`src/rtl/serial_to_parallel_rx_if.sv`:
```
// Serial link bundle between the transmitter side and the receive deserializer.
//   data_in   : serial bit, MSB of each byte first (driven by master)
//   data_out  : last received non-idle byte (driven by slave)
//   valid_out : data_out holds the most recent byte and it was not idle
//   active    : receiver is byte-aligned and synchronized
// master = stream source / consumer of the parallel word; slave = receiver.
interface serial_to_parallel_rx_if;
  logic       data_in;
  logic [7:0] data_out;
  logic       valid_out;
  logic       active;

  modport master (
    output data_in,
    input  data_out,
    input  valid_out,
    input  active
  );

  modport slave (
    input  data_in,
    output data_out,
    output valid_out,
    output active
  );
endinterface

```
`src/rtl/serial_to_parallel_rx.sv`:
```
// Receive end of the serial PHY link. Deserializes an MSB-first bit stream, aligns to byte
// boundaries on the idle/comma byte, declares the link active after BC_COUNT consecutive
// aligned idle bytes, then presents each non-idle byte as a parallel word with a byte-rate
// valid level.
// Ports:
//   clk_8f : bit-rate clock, rising edge
//   reset  : synchronous, active-low
//   link   : slave side of serial_to_parallel_rx_if (data_in, data_out, valid_out, active)
// BC_COUNT legal range is 2..15.
module serial_to_parallel_rx #(
  parameter logic [7:0]  IDLE_BYTE = 8'hBC,
  parameter int unsigned BC_COUNT  = 4
) (
  input logic                      clk_8f,
  input logic                      reset,
  serial_to_parallel_rx_if.slave   link
);

  localparam logic [3:0] BcTarget = 4'(BC_COUNT);

  typedef enum logic [1:0] {StSearch, StAlign, StSync} state_e;

  state_e     state_q, state_d;
  // Only the 7 newest bits are ever needed: the window adds the current bit on top.
  logic [6:0] sr_q, sr_d;
  logic [2:0] bit_cnt_q, bit_cnt_d;
  logic [3:0] bc_cnt_q, bc_cnt_d;
  logic [7:0] data_q, data_d;
  logic       valid_q, valid_d;

  logic [7:0] win;
  logic       win_idle;

  assign win      = {sr_q, link.data_in};
  assign win_idle = (win == IDLE_BYTE);

  always_comb begin
    state_d   = state_q;
    sr_d      = win[6:0];
    bit_cnt_d = bit_cnt_q;
    bc_cnt_d  = bc_cnt_q;
    data_d    = data_q;
    valid_d   = valid_q;

    unique case (state_q)
      StSearch: begin
        // Sliding search: any bit offset can lock here.
        if (win_idle) begin
          state_d   = StAlign;
          bit_cnt_d = 3'd0;
          bc_cnt_d  = 4'd1;
        end
      end

      StAlign: begin
        bit_cnt_d = bit_cnt_q + 3'd1;
        if (bit_cnt_q == 3'd7) begin
          if (win_idle) begin
            bc_cnt_d = bc_cnt_q + 4'd1;
            if (bc_cnt_q + 4'd1 == BcTarget) begin
              state_d = StSync;
            end
          end else begin
            // Broken idle run: restart the search from the next bit.
            state_d  = StSearch;
            bc_cnt_d = 4'd0;
          end
        end
      end

      StSync: begin
        bit_cnt_d = bit_cnt_q + 3'd1;
        if (bit_cnt_q == 3'd7) begin
          if (win_idle) begin
            valid_d = 1'b0;
          end else begin
            data_d  = win;
            valid_d = 1'b1;
          end
        end
      end

      default: begin
        state_d = StSearch;
      end
    endcase
  end

  always_ff @(posedge clk_8f) begin
    if (!reset) begin
      state_q   <= StSearch;
      sr_q      <= '0;
      bit_cnt_q <= '0;
      bc_cnt_q  <= '0;
      data_q    <= '0;
      valid_q   <= 1'b0;
    end else begin
      state_q   <= state_d;
      sr_q      <= sr_d;
      bit_cnt_q <= bit_cnt_d;
      bc_cnt_q  <= bc_cnt_d;
      data_q    <= data_d;
      valid_q   <= valid_d;
    end
  end

  assign link.data_out  = data_q;
  assign link.valid_out = valid_q;
  assign link.active    = (state_q == StSync);

endmodule
```
`src/flat_wrapper.sv`:
```
// flat-port wrapper written by rule: the top's interface ports become plain ports
module serial_to_parallel_rx_flat 
#(
  parameter logic [7:0]  IDLE_BYTE = 8'hBC,
  parameter int unsigned BC_COUNT  = 4
)
  (clk_8f, reset, link_data_in, link_data_out, link_valid_out, link_active);
  serial_to_parallel_rx_if link_i ();
  input logic clk_8f;
  input logic reset;
  input wire logic [$bits(link_i.data_in)-1:0] link_data_in;
  output wire logic [$bits(link_i.data_out)-1:0] link_data_out;
  output wire logic [$bits(link_i.valid_out)-1:0] link_valid_out;
  output wire logic [$bits(link_i.active)-1:0] link_active;
  assign link_i.data_in = link_data_in;
  assign link_data_out = link_i.data_out;
  assign link_valid_out = link_i.valid_out;
  assign link_active = link_i.active;
  serial_to_parallel_rx #(.IDLE_BYTE(IDLE_BYTE), .BC_COUNT(BC_COUNT)) u_core (.clk_8f(clk_8f), .reset(reset), .link(link_i));
endmodule
```
`config.mk`:
```
export PLATFORM = sky130hd
export DESIGN_NAME = serial_to_parallel_rx_flat
export DESIGN_NICKNAME = d
export VERILOG_FILES = /design/src/rtl/serial_to_parallel_rx_if.sv /design/src/rtl/serial_to_parallel_rx.sv /design/src/flat_wrapper.sv
export SDC_FILE = /design/constraint.sdc
export NUM_CORES = 1
export LEC_CHECK = 0
export ABC_AREA = 1
export CAP_MARGIN = 20
export CORE_UTILIZATION = 36
export CTS_CLUSTER_SIZE = 25
export DETAILED_ROUTE_END_ITERATION = 7
export GPL_TIMING_DRIVEN = 0
export PLACE_DENSITY = 0.55
export SLEW_MARGIN = 25
export SYNTH_ARGS = -nofsm -noshare
export SYNTH_HDL_FRONTEND = slang
export SYNTH_SLANG_ARGS = --single-unit
```
`constraint.sdc`:
```
create_clock -name clk_8f -period 3.3 [get_ports clk_8f]
set_input_delay 0.825 -clock clk_8f [delete_from_list [all_inputs] [get_ports clk_8f]]
set_output_delay 0.825 -clock clk_8f [all_outputs]
set_load 0.02 [all_outputs]
```
After elaboration in Yosys (flattened, before gate mapping)
Cells that the tools add are included.
{"block": "totals", "regBits": 25, "inputBits": 3, "output_inout_bits": 10, "elab_cells": 39}
{"block": "op_classes", "addsub": 2, "n_eq_ne": 8, "n_mux": 12, "bitwise_logic": 2, "n_reduce_logical": 9}
{"op": "2-to-1 mux 4 bit", "count": 3}
{"op": "== test 8 bit (second input constant)", "count": 1}
{"op": "2-to-1 mux 2 bit", "count": 4}
{"op": "case mux 4 bit (2 select lines)", "count": 1}
{"op": "case mux 2 bit (3 select lines)", "count": 1}
{"op": "case mux 3 bit (2 select lines)", "count": 1}
{"op": "AND reduction 3 bit", "count": 2}
{"op": "adder 4 x 1 -> 4 bit (second input constant)", "count": 1}
{"op": "== test 4 x 3 -> 1 bit (second input constant)", "count": 1}
{"op": "!= test 2 x 1 -> 1 bit (second input constant)", "count": 2}
{"op": "AND reduction 2 bit", "count": 2}
{"op": "AND reduction 4 bit", "count": 1}
{"op": "nonzero test 2 bit", "count": 2}
{"op": "adder 3 x 1 -> 3 bit (second input constant)", "count": 1}
{"op": "== test 3 bit (second input constant)", "count": 1}
{"op": "2-to-1 mux 3 bit", "count": 1}
{"op": "!= test 3 bit (second input constant)", "count": 1}
{"op": "== test 2 x 1 -> 1 bit (second input constant)", "count": 1}
{"op": "== test 2 bit (second input constant)", "count": 1}
{"op": "zero test 2 bit", "count": 1}
{"op": "NOT 1 bit", "count": 2}
{"op": "OR reduction 2 bit", "count": 1}
{"op": "2-to-1 mux 1 bit", "count": 1}

Depth between registers and ports, before layout
{"block": "depth", "depth_word": 6, "ltp_mapped": 10, "ltp_nobuf": 10}

Least setup slack after synthesis
OpenSTA, ideal clock, no wires.
{"block": "synth_timing", "path_type": "input-to-reg", "from": "input link_data_in", "to": "register u_core.state_q[0]", "setup_ns": 0.113, "t_arrival_ns": 1.528, "path_slack_ns": 1.659, "path_stages": 8, "path_cell_list": "inv_1 -> nand2_1 -> nor2_1 -> nand3_2 -> o21bai_1 -> nor2_2 -> nor2_1 -> nor2_1"}
{"block": "synth_between", "elab_chain_cells": 4, "elab_cells_between_ends": 7, "classes_between": "3 x eq/ne; 3 x mux; 1 x reduce/logical"}
{"item": "from (decl)", "line": "flat_wrapper.sv:11", "source": "input wire logic [$bits(link_i.data_in)-1:0] link_data_in;"}
{"item": "== test 8 bit *", "line": "serial_to_parallel_rx.sv:35", "source": "assign win_idle = (win == IDLE_BYTE);"}
{"item": "2-to-1 mux 2 bit", "line": "serial_to_parallel_rx.sv:58", "source": "if (win_idle) begin"}
{"item": "2-to-1 mux 2 bit", "line": "serial_to_parallel_rx.sv:57", "source": "if (bit_cnt_q == 3'd7) begin"}
{"item": "case mux 2 bit (3 select lines)", "line": "serial_to_parallel_rx.sv:45", "source": "unique case (state_q)"}
{"item": "to (signal assigned)", "line": "serial_to_parallel_rx.sv:91", "source": "state_q <= StSearch;"}
{"item": "to (signal assigned)", "line": "serial_to_parallel_rx.sv:98", "source": "state_q <= state_d;"}
{"item": "to (decl)", "line": "serial_to_parallel_rx.sv:23", "source": "state_e state_q, state_d;"}
Mark *: on every way between the ends. The rest lies on a longest branch, timed or not. The select of a mux whose other input is x is not followed.
A chain may end at the register's enable or synchronous reset.

Worst setup path in the final report
{"block": "layout_timing", "from": "register u_core.state_q[0]", "to": "output link_active"}
{"block": "layout_between", "elab_chain_cells": 1}
{"item": "== test 2 bit", "line": "serial_to_parallel_rx.sv:109", "source": "assign link.active = (state_q == StSync);"}
{"item": "to (decl)", "line": "flat_wrapper.sv:14", "source": "output wire logic [$bits(link_i.active)-1:0] link_active;"}
No other way between the ends.

==> metrics.md <==
| Metric | Value |
|---|---|
| Status | finished, final reports clean |
| Max_cap viols | 0 |
| Sink Count | 25 |
| GR Overflow Total | 0 |
| Reg clk slew, reported paths | around 0.14 ns |
| CTS Buf Count | 3 |
| Critical path class | register to output pin |
| Fraction of layout cells with a size suffix above 1 | 0.09412 |
| Vias after detailed routing | 933 |
| Vias per cell | around 4.4 |
| First-pass GRT wire length | around 3.8 mm |
| Post-layout util | 0.4405 |
| Most common library cell in the layout ignoring fill and taps | nand2_1 |
| Most frequent cells in the layout | nand2_1 (37), dfxtp_1 (25), nor2_1 (23) |
| Total GRT Usage | 0.1434 |
| Layout area overhead | 16.89% |
| Core Region | between 3000 and 4000 µm² |
| Total Power Consumption | between 0.8 and 0.9 mW |
| CTS tree | yes |
| Part of the power in registers | 0.435 |
| Pre-CTS WS | approximately 1.0 ns |
| Worst path required time | 2.47 ns |
| CP max-delay cell | clkdlybuf4s50_1 |
| Setup slack after layout | between 0.8 and 0.9 ns |
| Row count | 20 |
| Final period util | 0.7330 |
| Hold_ws | 0.4348 ns |
| H-tree levels | 1 |
| Pin count of the biggest net entering global routing | 15 |
| #FFs+latches synth | 25 |
| Final ANT Viol Nets | 0 |
| Wirelength per Cell | roughly 10 µm |
| PwrDens | around 630 nW/µm² |
| # IOs | 13 |
| # DRC | 0 |
| Syn avg cell area | 7.362 µm² |
| Chip width | a little under 60 µm |
| Worst Hold Launch | u_core.sr_q[5] |
| Unrepaired setup endpoints after global routing | false |
| Final HPWL DP | approximately 1.6 mm |
| Initial antenna violation count | 0 |
| Max VDD drop | about 270 µV |
| Leakage | ~0.61 nW |
| Synthesized area | approximately 1100 µm² |
| TNS Setup | 0 ns |
| Worst Max-Slew Pin Slew | about 0.32 ns |
| Hold WC Path Type | register to register |
| Crit-path max FO | 4 |
| Worst r2r src | u_core.bit_cnt_q[0] |
| Final setup vio count | 0 |
| Post-CTS Resized | 0 |
| Synth Net Count | about 170 |
| Setup Skew | about 0.0094 ns |
| Gate Count Post-Synth | between 150 and 200 |
| Antenna cells | 0 |
| Worst-Skew Late Latency | just over 0.3 ns |
| Sw Ratio | 0.3995 |
| Top Family by Delay on Critical Path | buffers and inverters |
| Crit path arrival time | approximately 1.6 ns |
| IO Port Bufs | 11 |
| Slew Limit Fails | 0 |
| Max frequency | roughly 410 MHz |
| Count of cell types in the netlist | 21 |
| Starting Density | 0.3769 |
| CTS max path bufs | 2 |
| Hold_buf cts | 0 |
| Final hold vios | 0 |
| P_sw | 0.3373 mW |
| Vias in the first global route | 920 |
| Pint | around 0.5 mW |
| 1st-iter DRT viols | 44 |
| Layout Nets | 181 |
| Die Height | between 50 and 60 µm |
| Clock Tree Root | clkbuf_4 |
| Worst slew margin | 0.7851 |
| Comb pwr share | 0.407 |
| Count of buffer and inverter cells on the critical path | 2 |
| Worst path max stage delay | 0.63 ns |
| Minimum clock period | between 2 and 2.5 ns |
| Post-CTS setup buffer count | 0 |
| Startpoint class of the critical path | register |
| CP Capture Type | output pin |
| Warnings, synthesis | 0 |
| RePlAce Congestion | approximately 0.76 |
| DR pass1 iterations | 4 |
| Sequential element share of the synthesized area | 0.4386 |
| Clock power share | 0.157 |
| Critical Path Start | u_core.state_q[0] |
| Final wirelength | roughly 2.1 mm |
| Die area | about 3400 µm² |
| Worst-path cell chain | inv_1 > ha_1 > clkdlybuf4s50_1 |
## metrics by stage
stage	instances	cell area, µm²
floorplan	155	1141
CTS	214	1334
detailed placement	210	1306
global route	214	1334
global placement	210	1306
finish	214	1334
## path summary, 6_finish.rpt
check | slack [ns] | endpoint | cells after the start
hold reg to reg | 0.43 | u_core.sr_q[6] | 2
setup reg to reg | 1.84 | u_core.bc_cnt_q[1] | 9
setup / recovery | 0.88 | link_active | 3
hold / removal | 0.43 | u_core.sr_q[6] | 2
## area by class of cell
type,instances,area [µm²]
Fill cell,324,1694
Sequential cell,25,500.5
Clock buffer,3,22.52
Tap cell,44,55.05
Inverter,21,80.08
Multi-Input combinational cell,106,544.3
Buffer,3,16.27
Timing Repair Buffer,11,110.1
Clock inverter,1,5.005
## power groups by stage
stage	Clock, mW	Combinational [mW]	Sequential (mW)
floorplan	0	0.284	0.364
global placement	0	0.338	0.372
detailed placement	0	0.344	0.374
CTS	0.141	0.347	0.367
global route	0.151	0.397	0.374
finish	0.133	0.344	0.368
## state kept, by name (all words and copies together) (netlist names)
name / flops
u_core.sr_q: 7
u_core.bit_cnt_q: 3
u_core.link.data_out: 8
u_core.link.valid_out: 1
u_core.state_q: 2
u_core.bc_cnt_q: 4
## worst register-to-register path, stage by stage (launching register included)
cell,delay (ns)
dfxtp_1,0.35
ha_1,0.20
ha_1,0.21
nor2_1,0.22
a21oi_4,0.07
nand2_4,0.09
clkinv_2,0.08
nand2_1,0.07
nand2_1,0.05
nor2_1,0.07
## logic make-up (layout without fill, tap and decap cells)
group,count (synthesis),count (layout),synth area share
AO/OA/AOI/OAI,23,23,0.1129
AND/OR/NAND/NOR,76,76,0.2873
adder cells (fa/ha/maj),7,7,0.07675
flip-flops,25,25,0.4386
buffers and inverters,24,39,0.08442
## cell usage after synthesis
cell type	count	area, µm²
ha_1	7	87.58
a21oi_4	1	16.27
nand2_1	37	138.9
buf_2	1	5.000
buf_4	1	7.510
dfxtp_1	25	500.5
nand3b_1	1	7.510
nand4_1	1	6.260
nand3_1	6	30.03
nand2_2	1	6.260
a21oi_1	11	55.05
o21ai_0	10	50.05
clkbuf_1	1	3.750
or2_2	1	6.260
nor2_2	4	25.02
nor2_1	23	86.33
o21bai_1	1	7.510
inv_1	20	75.07
nand3_2	1	10.01
clkinv_2	1	5.000
nand2_4	1	11.26
## layer usage
layer  vias to the layer above  share of wire  track usage
met3                         2          0.021      0.02198
met2                         9           0.48       0.2578
met5                         -              0            0
met4                         0          0.011      0.06122
met1                       411           0.48       0.1694
li1                        511              -            -
Note: power is estimated with default switching activity, not from simulation.
